===== config.mk =====
export PLATFORM = sky130hd
export DESIGN_NAME = uart_tx_mmio
export DESIGN_NICKNAME = d
export VERILOG_FILES = /design/src/rtl/uart_pkg.sv /design/src/rtl/uart_fifo.sv /design/src/rtl/uart_tx_mmio.sv
export SDC_FILE = /design/constraint.sdc
export NUM_CORES = 1
export LEC_CHECK = 0
export CORE_ASPECT_RATIO = 0.6
export CORE_MARGIN = 2
export CORE_UTILIZATION = 53
export CTS_CLUSTER_DIAMETER = 60
export DETAILED_ROUTE_END_ITERATION = 7
export PLACE_DENSITY = 0.8
export SLEW_MARGIN = 0
export SYNTH_ARGS = -nofsm -noshare
export SYNTH_HDL_FRONTEND = slang
export SYNTH_SLANG_ARGS = --single-unit

===== constraint.sdc =====
create_clock -name CLK -period 3.1 [get_ports CLK]
set_clock_uncertainty 0.15 [all_clocks]
set_input_delay 0.775 -clock CLK [delete_from_list [all_inputs] [get_ports CLK]]
set_output_delay 0.775 -clock CLK [all_outputs]
set_load 0.03 [all_outputs]

===== src/rtl/uart_pkg.sv =====
// Shared types and register map for the memory-mapped UART transmitter.
package uart_pkg;

    typedef enum logic [1:0] {
        IDLE,
        START,
        DATA,
        STOP
    } tx_state_t;

    localparam logic [9:0] OFS_TXDATA = 10'd0;
    localparam logic [9:0] OFS_STATUS = 10'd1;

    localparam int unsigned ST_FULL    = 0;
    localparam int unsigned ST_EMPTY   = 1;
    localparam int unsigned ST_BUSY    = 2;
    localparam int unsigned ST_OVF     = 3;
    localparam int unsigned ST_CNT_LSB = 4;

endpackage


===== src/rtl/uart_fifo.sv =====
// Byte-wide synchronous FIFO; head is visible combinationally on dout.
module uart_fifo #(
    parameter int unsigned DEPTH = 8
) (
    input  logic                     CLK,
    input  logic                     RSTn,
    input  logic                     push,
    input  logic [7:0]               din,
    input  logic                     pop,
    output logic [7:0]               dout,
    output logic                     full,
    output logic                     empty,
    output logic [$clog2(DEPTH):0]   count
);

    localparam int unsigned AW = $clog2(DEPTH);

    logic [7:0]    mem [DEPTH];
    logic [AW-1:0] wr_ptr;
    logic [AW-1:0] rd_ptr;
    logic          do_push;
    logic          do_pop;

    // A full FIFO still takes a push when the head leaves in the same cycle.
    assign do_push = push && (!full || pop);
    assign do_pop  = pop && !empty;

    assign full  = (count == (AW + 1)'(DEPTH));
    assign empty = (count == '0);
    assign dout  = mem[rd_ptr];

    always_ff @(posedge CLK) begin
        if (do_push) begin
            mem[wr_ptr] <= din;
        end
    end

    always_ff @(posedge CLK or negedge RSTn) begin
        if (!RSTn) begin
            wr_ptr <= '0;
            rd_ptr <= '0;
            count  <= '0;
        end else begin
            if (do_push) begin
                wr_ptr <= wr_ptr + 1'b1;
            end
            if (do_pop) begin
                rd_ptr <= rd_ptr + 1'b1;
            end
            case ({do_push, do_pop})
                2'b10:   count <= count + 1'b1;
                2'b01:   count <= count - 1'b1;
                default: count <= count;
            endcase
        end
    end

endmodule


===== src/rtl/uart_tx_mmio.sv =====
// Memory-mapped 8N1 UART transmitter: TXDATA/STATUS registers, byte FIFO, serialiser FSM.
module uart_tx_mmio
    import uart_pkg::*;
#(
    parameter int unsigned CLKS_PER_BIT = 868,
    parameter int unsigned FIFO_DEPTH   = 8,
    parameter logic [9:0]  BASE_ADDR    = 10'h3F0
) (
    input  logic        CLK,
    input  logic        RSTn,
    input  logic        MemWrite,
    input  logic        MemRead,
    input  logic [9:0]  address,
    input  logic [31:0] write_data,
    output logic [31:0] read_data,
    output logic        sel,
    output logic        tx
);

    localparam int unsigned CW   = $clog2(CLKS_PER_BIT);
    localparam int unsigned CNTW = $clog2(FIFO_DEPTH) + 1;
    localparam logic [CW-1:0] BAUD_LAST = CW'(CLKS_PER_BIT - 1);

    tx_state_t       state, state_n;
    logic [CW-1:0]   baud_cnt, baud_cnt_n;
    logic [2:0]      bit_idx, bit_idx_n;
    logic [7:0]      shift, shift_n;
    logic            baud_done;

    logic            hit_data;
    logic            hit_status;
    logic            push;
    logic            pop;
    logic [7:0]      head;
    logic            full;
    logic            empty;
    logic [CNTW-1:0] count;
    logic            overflow;
    logic [31:0]     status;
    logic            unused;

    assign unused = &{1'b0, write_data[31:8]};

    assign hit_data   = (address == BASE_ADDR + OFS_TXDATA);
    assign hit_status = (address == BASE_ADDR + OFS_STATUS);
    assign sel        = hit_data || hit_status;
    assign push       = MemWrite && hit_data;

    uart_fifo #(
        .DEPTH(FIFO_DEPTH)
    ) u_fifo (
        .CLK   (CLK),
        .RSTn  (RSTn),
        .push  (push),
        .din   (write_data[7:0]),
        .pop   (pop),
        .dout  (head),
        .full  (full),
        .empty (empty),
        .count (count)
    );

    always_ff @(posedge CLK or negedge RSTn) begin
        if (!RSTn) begin
            overflow <= 1'b0;
        end else if (MemWrite && hit_status && write_data[ST_OVF]) begin
            overflow <= 1'b0;
        end else if (push && full && !pop) begin
            overflow <= 1'b1;
        end
    end

    always_comb begin
        status                       = '0;
        status[ST_FULL]              = full;
        status[ST_EMPTY]             = empty;
        status[ST_BUSY]              = (state != IDLE);
        status[ST_OVF]               = overflow;
        status[ST_CNT_LSB +: CNTW]   = count;
    end

    assign read_data = (MemRead && hit_status) ? status : '0;

    always_ff @(posedge CLK or negedge RSTn) begin
        if (!RSTn) begin
            state    <= IDLE;
            baud_cnt <= '0;
            bit_idx  <= '0;
            shift    <= '0;
        end else begin
            state    <= state_n;
            baud_cnt <= baud_cnt_n;
            bit_idx  <= bit_idx_n;
            shift    <= shift_n;
        end
    end

    assign baud_done = (baud_cnt == BAUD_LAST);

    // tx decodes straight from state so an async reset forces the line high at once.
    always_comb begin
        state_n    = state;
        baud_cnt_n = baud_cnt;
        bit_idx_n  = bit_idx;
        shift_n    = shift;
        pop        = 1'b0;
        tx         = 1'b1;
        case (state)
            IDLE: begin
                if (!empty) begin
                    pop        = 1'b1;
                    shift_n    = head;
                    baud_cnt_n = '0;
                    state_n    = START;
                end
            end
            START: begin
                tx = 1'b0;
                if (baud_done) begin
                    baud_cnt_n = '0;
                    bit_idx_n  = '0;
                    state_n    = DATA;
                end else begin
                    baud_cnt_n = baud_cnt + 1'b1;
                end
            end
            DATA: begin
                tx = shift[0];
                if (baud_done) begin
                    baud_cnt_n = '0;
                    shift_n    = shift >> 1;
                    if (bit_idx == 3'd7) begin
                        state_n = STOP;
                    end else begin
                        bit_idx_n = bit_idx + 3'd1;
                    end
                end else begin
                    baud_cnt_n = baud_cnt + 1'b1;
                end
            end
            STOP: begin
                if (baud_done) begin
                    baud_cnt_n = '0;
                    state_n    = IDLE;
                end else begin
                    baud_cnt_n = baud_cnt + 1'b1;
                end
            end
            default: begin
                state_n = IDLE;
            end
        endcase
    end

endmodule


==> results.ini, run 1 <==
[power]
power_frac_comb_pct=30.5
internal_power_uw=2950
sw_frac_of_total_pct=31.8
p_clk_share_pct=28.0
cellLeakagePower_uw=0.00217
vdd_drop_max_mv=0.355
seqPwrFrac_pct=41.5
p_sw_uw=1380
p_per_area_nw_per_um2=792

[sta]
max_freq_mhz=335
tns_ns=0
maxSlewHeadroom_pct=47.6
min_period_ns=2.99
finalSetupViolations=0
worstMarginPinSlew_ns=0.786
slew_viol_final=0
post-route-period-util_pct=96.4
rsz0062_at_grt=no
hold_violations=0

[finish]
drive_gt1_share_pct=22.0
antenna_cells=0
layout.nets=432
final_cells=490
fillCellCount=620
syn_to_final_growth_pct=16.8

[drt]
wl_um=8750
dr.pass1.iters=4
wl_met3_um=508
wire_per_inst_um=17.9
met1Wirelength_um=4060
post-route-drc-count=0
vias=2752
antenna_left=0
top_layer=met4
drtIter0Drc=227
via_per_inst=5.62
dr_wl_met2_um=4100

[yosys]
syn_inst=326
synth.top_cells.by_area=edfxtp_1, dfrtp_1, mux4_2
ys_ff_latch=98
synth_top_area_share_pct=41.1
synth_area_per_cell_um2=14.4
synthFlopType=edfxtp_1
yosysTopAreaCell=edfxtp_1
synth_most_common_cell=edfxtp_1
ys_types=54
synth-warning-count=0
async_flop_share_pct=34.7
yosys-top-cells-count=edfxtp_1, dfrtp_1, buf_4, nand2_1, o21ai_1
syn_area_um2=4680
synth_edf_count=64
yosysSeqAreaShare_pct=59.3

[critical_path]
cp_max_fo=9
startpoint=state[0]
cp-start-kind=register
timing.rr.end=u_fifo.count[2]
rr_worst_depth=12
crit_type=reg -> out
timing.rr.start=state[0]
required_ns=2.17
arrival_ns=2.06
end_kind=output pin
r2r_setup_slack_ns=0.61
cp-endpoint=tx

[global_routing]
grt.total_usage_pct=19.5
grt_max_degree=35
grt_first_pass_wirelength_um=14100
grt_overflow=0
antenna_found_initial=0
grt_pass1_vias=2688

[flow_run]
cap_violations=0

[place]
place_congestion=0.807
port_buffers=31
place_inst=471
hpwl_um=5910

[clocking]
cts_num_sinks=98
ctsHtreeMaxLevel=3
cts_inserted_buffers=9
clk_latency_ns=0.35
cts_tree=yes
cts_root_buf=clkbuf_16
ctsHoldBuffers=0
path_clk_slew_ns=0.07
clockBufferDepth=2

[die]
die_h_um=76.8
initial_core_util_pct=54.7
die_w_um=125
die-area_um2=9620
io_pins=80
row_count=26
coreArea_um2=8560

[hold_path]
hp-class=reg -> reg

[outcome]
status=finished clean

-- what timing repair did --
action / in CTS / in global routing
pin swaps: 5 / 4
endpoints found under the setup margin: 8 / 10
gates cloned: 0 / 0
gates resized for setup: 13 / 5
buffers inserted: 3 / 0
-- sequential cells by signal, indices dropped and copies added (netlist names) --
register,cells
u_fifo.count,4
shift,8
overflow,1
u_fifo.wr_ptr,3
bit_idx,3
u_fifo.rd_ptr,3
u_fifo.mem,64
state,2
baud_cnt,10
-- worst min path at each step --
| stage | from | endpoint | cells after the start |
|---|---|---|---|
| floorplan | baud_cnt[8] | baud_cnt[8] | 1 |
| global placement | shift[7] | shift[7] | 1 |
| detailed placement | shift[1] | shift[1] | 1 |
| CTS | shift[1] | shift[1] | 1 |
| global route | shift[7] | shift[7] | 1 |
| finish | shift[1] | shift[1] | 1 |
-- per-stage QoR --
step | setup slack (ns) | hold WS (ns) | total power, µW | area (µm²) | utilization [%]
5_1_grt | 0.00288 | 0.376 | 4580 | 5470 | 63.9
4_1_cts | 0.00719 | 0.367 | 4340 | 5450 | 63.7
3_3_place_gp | -0.140 | 0.327 | 3060 | 5080 | 59.3
6_report | 0.112 | 0.368 | 4330 | 5470 | 63.9
2_1_floorplan | -0.0540 | 0.311 | 2850 | 4770 | -
3_5_place_dp | -0.194 | 0.350 | 3120 | 5080 | 59.3
-- worst max-delay path, cell delays in order, from the launching register on --
cell,delay (ns)
dfrtp_1,0.42
inv_1,0.13
ha_2,0.30
nand2_1,0.07
o21ai_1,0.10
clkdlybuf4s50_1,0.70
-- final cells by class --
class                   instances  area (µm²)  area share [%]
clock inverters                 4        55.1            1.01
repair buffers                 52         457            8.36
multi-input cells             206        1740            31.8
well taps                     112         140            2.56
inverters                       6        22.5           0.412
flip-flops and latches         98        2770            50.7
clock buffers                  12         279            5.11
-- power by group through the flow --
stage / logic [µW] / registers [µW] / clock network, µW
after global routing: 1470 / 1830 / 1280
after global placement: 1250 / 1800 / 0
final: 1320 / 1790 / 1210
after CTS: 1320 / 1790 / 1230
after floorplan: 1180 / 1670 / 0
after detailed placement: 1300 / 1820 / 0
-- layout by cell type, fill, tap and decap left out, types with 7 or more instances in the layout --
cell             synthesis  layout
conb_1                   1      24
edfxtp_1                64      64
nand2_1                 23      23
mux2i_1                  7       7
and2_1                   8       8
mux2_2                  10      10
clkbuf_16                0      11
o21ai_1                 15      15
clkdlybuf4s50_1          0      13
dfrtp_1                 34      34
a31oi_1                  7       7
mux4_2                  12      12
ha_1                    13      12
buf_4                   25      27
-- cell families (layout without fill, tap and decap cells) --
group	Yosys count	in the layout	synth area share, %
AO/OA/AOI/OAI	45	45	6.39
XOR/XNOR	10	10	1.87
adder cells (fa/ha/maj)	13	13	3.48
buffers and inverters	45	74	6.31
flip-flops	98	98	59.3
multiplexers	36	36	12.6
other	1	24	0.0801
AND/OR/NAND/NOR	78	78	9.97
-- layer usage --
layer  vias up  GRT usage [%]
met5         -              0
met4         0           4.00
met3         9           7.05
met2        86           29.7
met1      1375           27.4
li1       1282              -
Note: power is estimated with default switching activity, not from simulation.
==> run 2, diff against run 1 <==
--- a/config.mk
+++ b/config.mk
@@ -6,7 +6,7 @@
 export NUM_CORES = 1
 export LEC_CHECK = 0
 export CORE_ASPECT_RATIO = 0.6
-export CORE_MARGIN = 2
+export CORE_MARGIN = 5
 export CORE_UTILIZATION = 53
 export CTS_CLUSTER_DIAMETER = 60
 export DETAILED_ROUTE_END_ITERATION = 7
==> run 2 against run 1 <==
Effect of this change: critical path depth stayed put; die area rose by 13%; utilization up 0.059 points; critical path type unchanged; critical endpoint unchanged.
==> results.ini, run 2 (synthesis gave the netlist of run 1 again) <==
[finish]
largest_reg_flops=64
layout.nets=432
top_regs=u_fifo.mem: 64 flops, baud_cnt: 10 flops, shift: 8 flops
final_util_pct=63.9
drive_gt1_share_pct=22.2
final_cell_mix=edfxtp_1, dfrtp_1, buf_4
fillCellCount=601
final_common_cell=edfxtp_1
syn_to_final_growth_pct=16.9
multi_input_area_um2=1740
regMostFlops=u_fifo.mem
antenna_cells=0
final-seq-area_um2=2770

[power]
seqPwrFrac_pct=42.3
sw_frac_of_total_pct=32.6
internal_power_uw=2850
p_sw_uw=1380
power_uw=4220
cellLeakagePower_uw=0.00220
p_per_area_nw_per_um2=772
power_frac_comb_pct=31.3
vdd_drop_max_mv=0.421
p_clk_share_pct=26.5

[sta]
hold_violations=0
maxSlewHeadroom_pct=49.8
post-route-period-util_pct=95.8
slew_viol_final=0
finalSetupViolations=0
worstMarginPinSlew_ns=0.753
rsz0062_at_grt=no
tns_ns=0
min_period_ns=2.97
max_freq_mhz=337

[critical_path]
path_cells=inv_1, ha_2, nand2_1, o21ai_1, clkdlybuf4s50_1
cp-start-kind=register
slowest_stage=clkdlybuf4s50_1
max_stage_delay_ns=0.70
required_ns=2.17
crit_type=reg -> out
end_kind=output pin
arrival_ns=2.05
cp_max_fo=9

[drt]
drtIter0Drc=197
antenna_left=0
wl_um=8860
vias=2804
dr.pass1.iters=6
wire_per_inst_um=18.1
via_per_inst=5.72
post-route-drc-count=0

[die]
row_count=26
die_h_um=82.8
io_pins=80
coreArea_um2=8560
die-area_um2=10900
die_w_um=131
initial_core_util_pct=54.7

[global_routing]
grt_overflow=0
grt_first_pass_wirelength_um=14400
antenna_found_initial=0
grt.total_usage_pct=17.4
grt_pass1_vias=2753
grt_max_degree=35

[clocking]
clk_latency_ns=0.35
cts_root_buf=clkbuf_16
cts_num_sinks=98
cts_inserted_buffers=9
cts_tree=yes
clockBufferDepth=2
ctsHoldBuffers=0
path_clk_slew_ns=0.06
ctsHtreeMaxLevel=3

[place]
place_congestion=0.807
hpwl_um=6070
port_buffers=31

[outcome]
status=finished clean

[flow_run]
cap_violations=0

[hold_path]
hp-class=reg -> reg

==> run 2: changes by cell type in the layout (fill, tap and decap cells not counted), sizes merged <==
cell	before	now
dlymetal6s2s	3	9
clkinvlp	0	1
bufinv	1	0
clkinv	2	0
clkbuf	12	11
dlygate4sd2	6	0
inv	7	10
==> run 2: path summary, 6_finish.rpt <==
kind	from	end	slack [ns]	depth (start not counted)
worst min register to register	shift[7]	shift[7]	0.34	1
worst min-delay path	shift[7]	shift[7]	0.34	1
worst max-delay path	state[0]	tx	0.13	5
max in group asynchronous	RSTn	shift[2]	1.78	2
worst max register to register	state[0]	u_fifo.count[2]	0.68	12
min in group asynchronous	RSTn	u_fifo.count[1]	0.70	2
==> run 2: final cells by class <==
cell class	count	share of cell area (%)
Clock buffer	11	4.83
Clock inverter	5	0.732
Inverter	6	0.412
Multi-Input combinational cell	206	31.9
Sequential cell	98	50.7
Tap cell	112	2.56
Timing Repair Buffer	52	8.90
==> run 2: through the flow <==
stage | hold WS, ns | area (µm²) | cells | setup slack, ns
after floorplan | 0.311 | 4770 | 349 | -0.0540
after global placement | 0.325 | 5070 | 470 | -0.110
after detailed placement | 0.332 | 5070 | 470 | -0.162
after CTS | 0.347 | 5400 | 489 | 0.00524
after global routing | 0.374 | 5470 | 490 | 0.0430
final | 0.344 | 5470 | 490 | 0.130
==> run 2: power groups by stage <==
stage          combinational, µW  clock, µW  sequential, µW
2_1_floorplan               1180          0            1670
3_3_place_gp                1260          0            1800
3_5_place_dp                1310          0            1810
4_1_cts                     1320       1130            1780
5_1_grt                     1450       1200            1820
6_report                    1320       1120            1780
==> run 2: layer usage <==
layer  wire length (µm)  GRT usage [%]
met3                635           6.08
met2               4040           27.3
met1               4070           23.6
met4                107           4.11
met5                  0              0
==> run 2: timing repair <==
action,in CTS,in global routing
gates cloned,0,0
endpoints found under the setup margin,8,9
buffers inserted,3,1
pin swaps,2,5
resized for setup,2,19
==> run 2: critical path: cells and delay by family (launching register included) <==
| family | cells | cell delay, ns |
|---|---|---|
| AOI/OAI and AO/OA | 1 | 0.10 |
| adders and majority gates | 1 | 0.30 |
| buffers and inverters | 2 | 0.82 |
| DFF | 1 | 0.41 |
| and+or+nand+nor | 1 | 0.07 |
==> run 3, diff against run 2 <==
--- a/config.mk
+++ b/config.mk
@@ -8,10 +8,10 @@
 export CORE_ASPECT_RATIO = 0.6
 export CORE_MARGIN = 5
 export CORE_UTILIZATION = 53
-export CTS_CLUSTER_DIAMETER = 60
 export DETAILED_ROUTE_END_ITERATION = 7
-export PLACE_DENSITY = 0.8
+export PLACE_DENSITY_LB_ADDON = 0.08
 export SLEW_MARGIN = 0
 export SYNTH_ARGS = -nofsm -noshare
 export SYNTH_HDL_FRONTEND = slang
+export SYNTH_HIERARCHICAL = 1
 export SYNTH_SLANG_ARGS = --single-unit
==> run 3 against run 2 <==
Effect of this change: global-route usage is 1.1 points higher; first-iteration DRC count is 26% higher; critical endpoint is now read_data[2]; register-to-register slack worse by 0.51 ns; highest routed layer unchanged.
==> results.ini, run 3 <==
[global_routing]
grt.total_usage_pct=18.5
grt_first_pass_wirelength_um=15900
grt_use_met1_pct=28.0
grt.busiest_layer=met1
antenna_found_initial=0
grt_overflow=0
grt_util_met2_pct=26.1
use_met3_pct=5.31
grt_max_degree=35
grt_pass1_vias=2915

[sta]
finalSetupViolations=0
maxSlewHeadroom_pct=60.2
min_period_ns=3.02
post-route-period-util_pct=97.5
worstMarginPinSlew_ns=0.590
slew_viol_final=0
hold_violations=0
rsz0062_at_grt=no
tns_ns=0
max_freq_mhz=331

[die]
coreArea_um2=8620
die-area_um2=11000
io_pins=80
row_count=26
die_h_um=83.4
initial_core_util_pct=55.3
die_w_um=132

[yosys]
yosysTopAreaCell=edfxtp_1
syn_inst=354
ys_types=55
synth_edf_count=64
syn_area_um2=4760
synth.top_cells.by_area=edfxtp_1, dfrtp_1, mux4_2
synth_top_area_share_pct=40.3
async_flop_share_pct=34.7
synth_most_common_cell=edfxtp_1
synthFlopType=edfxtp_1
yosys-top-cells-count=edfxtp_1, dfrtp_1, buf_4, nand3_1, nand2_1
ys_ff_latch=98
yosysSeqAreaShare_pct=58.2
synth-warning-count=6
synth_area_per_cell_um2=13.5

[critical_path]
arrival_ns=2.10
max_stage_delay_ns=0.39
slowest_stage=or3_4
required_ns=2.17
cp_max_fo=8
cp_top_family=simple AND/OR/NAND/NOR gates
path_cells=clkbuf_2, or3_4, nor3_4, buf_6, and3_4, and2_2, buf_6
crit_buf_inv=3
crit_type=in -> out
cp-start-kind=input pin
cpMostUsedCell=buf_6
end_kind=output pin

[finish]
final_cell_mix=edfxtp_1, dfrtp_1, buf_4
top_regs=u_fifo/mem: 64 flops, baud_cnt: 10 flops, shift: 8 flops
antenna_cells=0
drive_gt1_share_pct=26.2
layout.nets=471
fin_area_um2=5620
syn_to_final_growth_pct=18.0
regMostFlops=u_fifo/mem
fillCellCount=631
final_common_cell=edfxtp_1
largest_reg_flops=64

[clocking]
cts_root_buf=clkbuf_16
cts_tree=yes
ctsHoldBuffers=0
clk_latency_ns=0.34
clockBufferDepth=2
cts_num_sinks=98
path_clk_slew_ns=0.07
cts_inserted_buffers=9
ctsHtreeMaxLevel=3

[outcome]
status=finished clean

[drt]
vias=3005
post-route-drc-count=0
dr.pass1.iters=4
antenna_left=0
wire_per_inst_um=18.7
via_per_inst=5.69
drtIter0Drc=248
wl_um=9870

[power]
vdd_drop_max_mv=0.239
cellLeakagePower_uw=0.00218
p_per_area_nw_per_um2=455
power_uw=2560

[place]
port_buffers=31
hpwl_um=6850
place_congestion=0.802
placed_cell_area_um2=5270

[flow_run]
cap_violations=0

[hold_path]
hp-class=reg -> reg

-- run 3: changes by cell type after synthesis, moves of 6 or more --
cell | previous run | this run
nand4_1 | 2 | 8
inv_1 | 5 | 15
o21ai_1 | 15 | 2
nor2_1 | 4 | 13
nor2b_1 | 6 | 0
o21ai_0 | 1 | 16
nand3_1 | 4 | 22
-- run 3: final timing paths --
| path | cells past startpoint | to | from | slack, ns |
|---|---|---|---|---|
| min | 1 | baud_cnt[0] | baud_cnt[0] | 0.37 |
| max in group asynchronous | 2 | shift[4] | RSTn | 1.76 |
| min in group asynchronous | 2 | bit_idx[1] | RSTn | 0.70 |
| max | 7 | read_data[2] | address[3] | 0.08 |
| max reg2reg | 10 | u_fifo/count[3] | u_fifo/count[2] | 0.17 |
| min reg2reg | 1 | baud_cnt[0] | baud_cnt[0] | 0.37 |
-- run 3: worst register-to-register path, cell delays in order, from the launching register on --
cell	delay (ns)
dfrtp_1	0.47
nor4_1	0.40
nand2b_1	0.18
inv_1	0.06
o41ai_1	0.11
inv_1	0.22
ha_4	0.24
ha_4	0.23
or4b_4	0.51
o311ai_1	0.11
o211ai_1	0.14
-- run 3: logic make-up after synthesis --
kind of cell    Yosys count  synth area share [%]
simple gates            102                  12.1
mux                      29                  10.7
xor+xnor                  6                  1.10
buf+inv                  52                  6.59
other cells               1                0.0787
compound gates           52                  7.48
fa+ha+maj                14                  3.83
flops                    98                  58.2
-- run 3: metal layers --
metal  part of all wire, %  vias to the layer above
met2                    43                      111
met4                   1.3                        0
met1                    47                     1475
li1                      -                     1405
met3                   9.0                       14
met5                     0                        -
-- run 3: final cells by class --
type | instances | area, µm² | area share (%)
flip-flops and latches | 98 | 2770 | 49.3
repair buffers | 60 | 514 | 9.15
multi-input cells | 227 | 1850 | 32.9
clock buffers | 10 | 229 | 4.07
well taps | 112 | 140 | 2.49
inverters | 15 | 56.3 | 1.00
clock inverters | 6 | 57.6 | 1.02
-- run 3: power breakdown --
group	internal, µW	switching (µW)
sequential	1390	1.81
combinational	25.5	68.6
clock	563	507
-- run 3: through the flow --
step / utilization [%] / std cells / worst slack, ns / hold WS, ns
3_3_place_gp: 61.1 / 507 / -0.420 / 0.353
4_1_cts: 65.4 / 528 / 0.0106 / 0.375
3_5_place_dp: 61.1 / 507 / -0.460 / 0.366
6_report: 65.2 / 528 / 0.0765 / 0.374
5_1_grt: 65.2 / 528 / 0.00212 / 0.389
2_1_floorplan: - / 377 / -0.285 / 0.329
-- run 3: timing repair --
item | CTS | global route
pin swaps | 5 | 3
setup endpoints to repair | 9 | 9
buffers inserted | 5 | 0
endpoints found under the hold margin | 0 | 0
resized for setup | 29 | 5
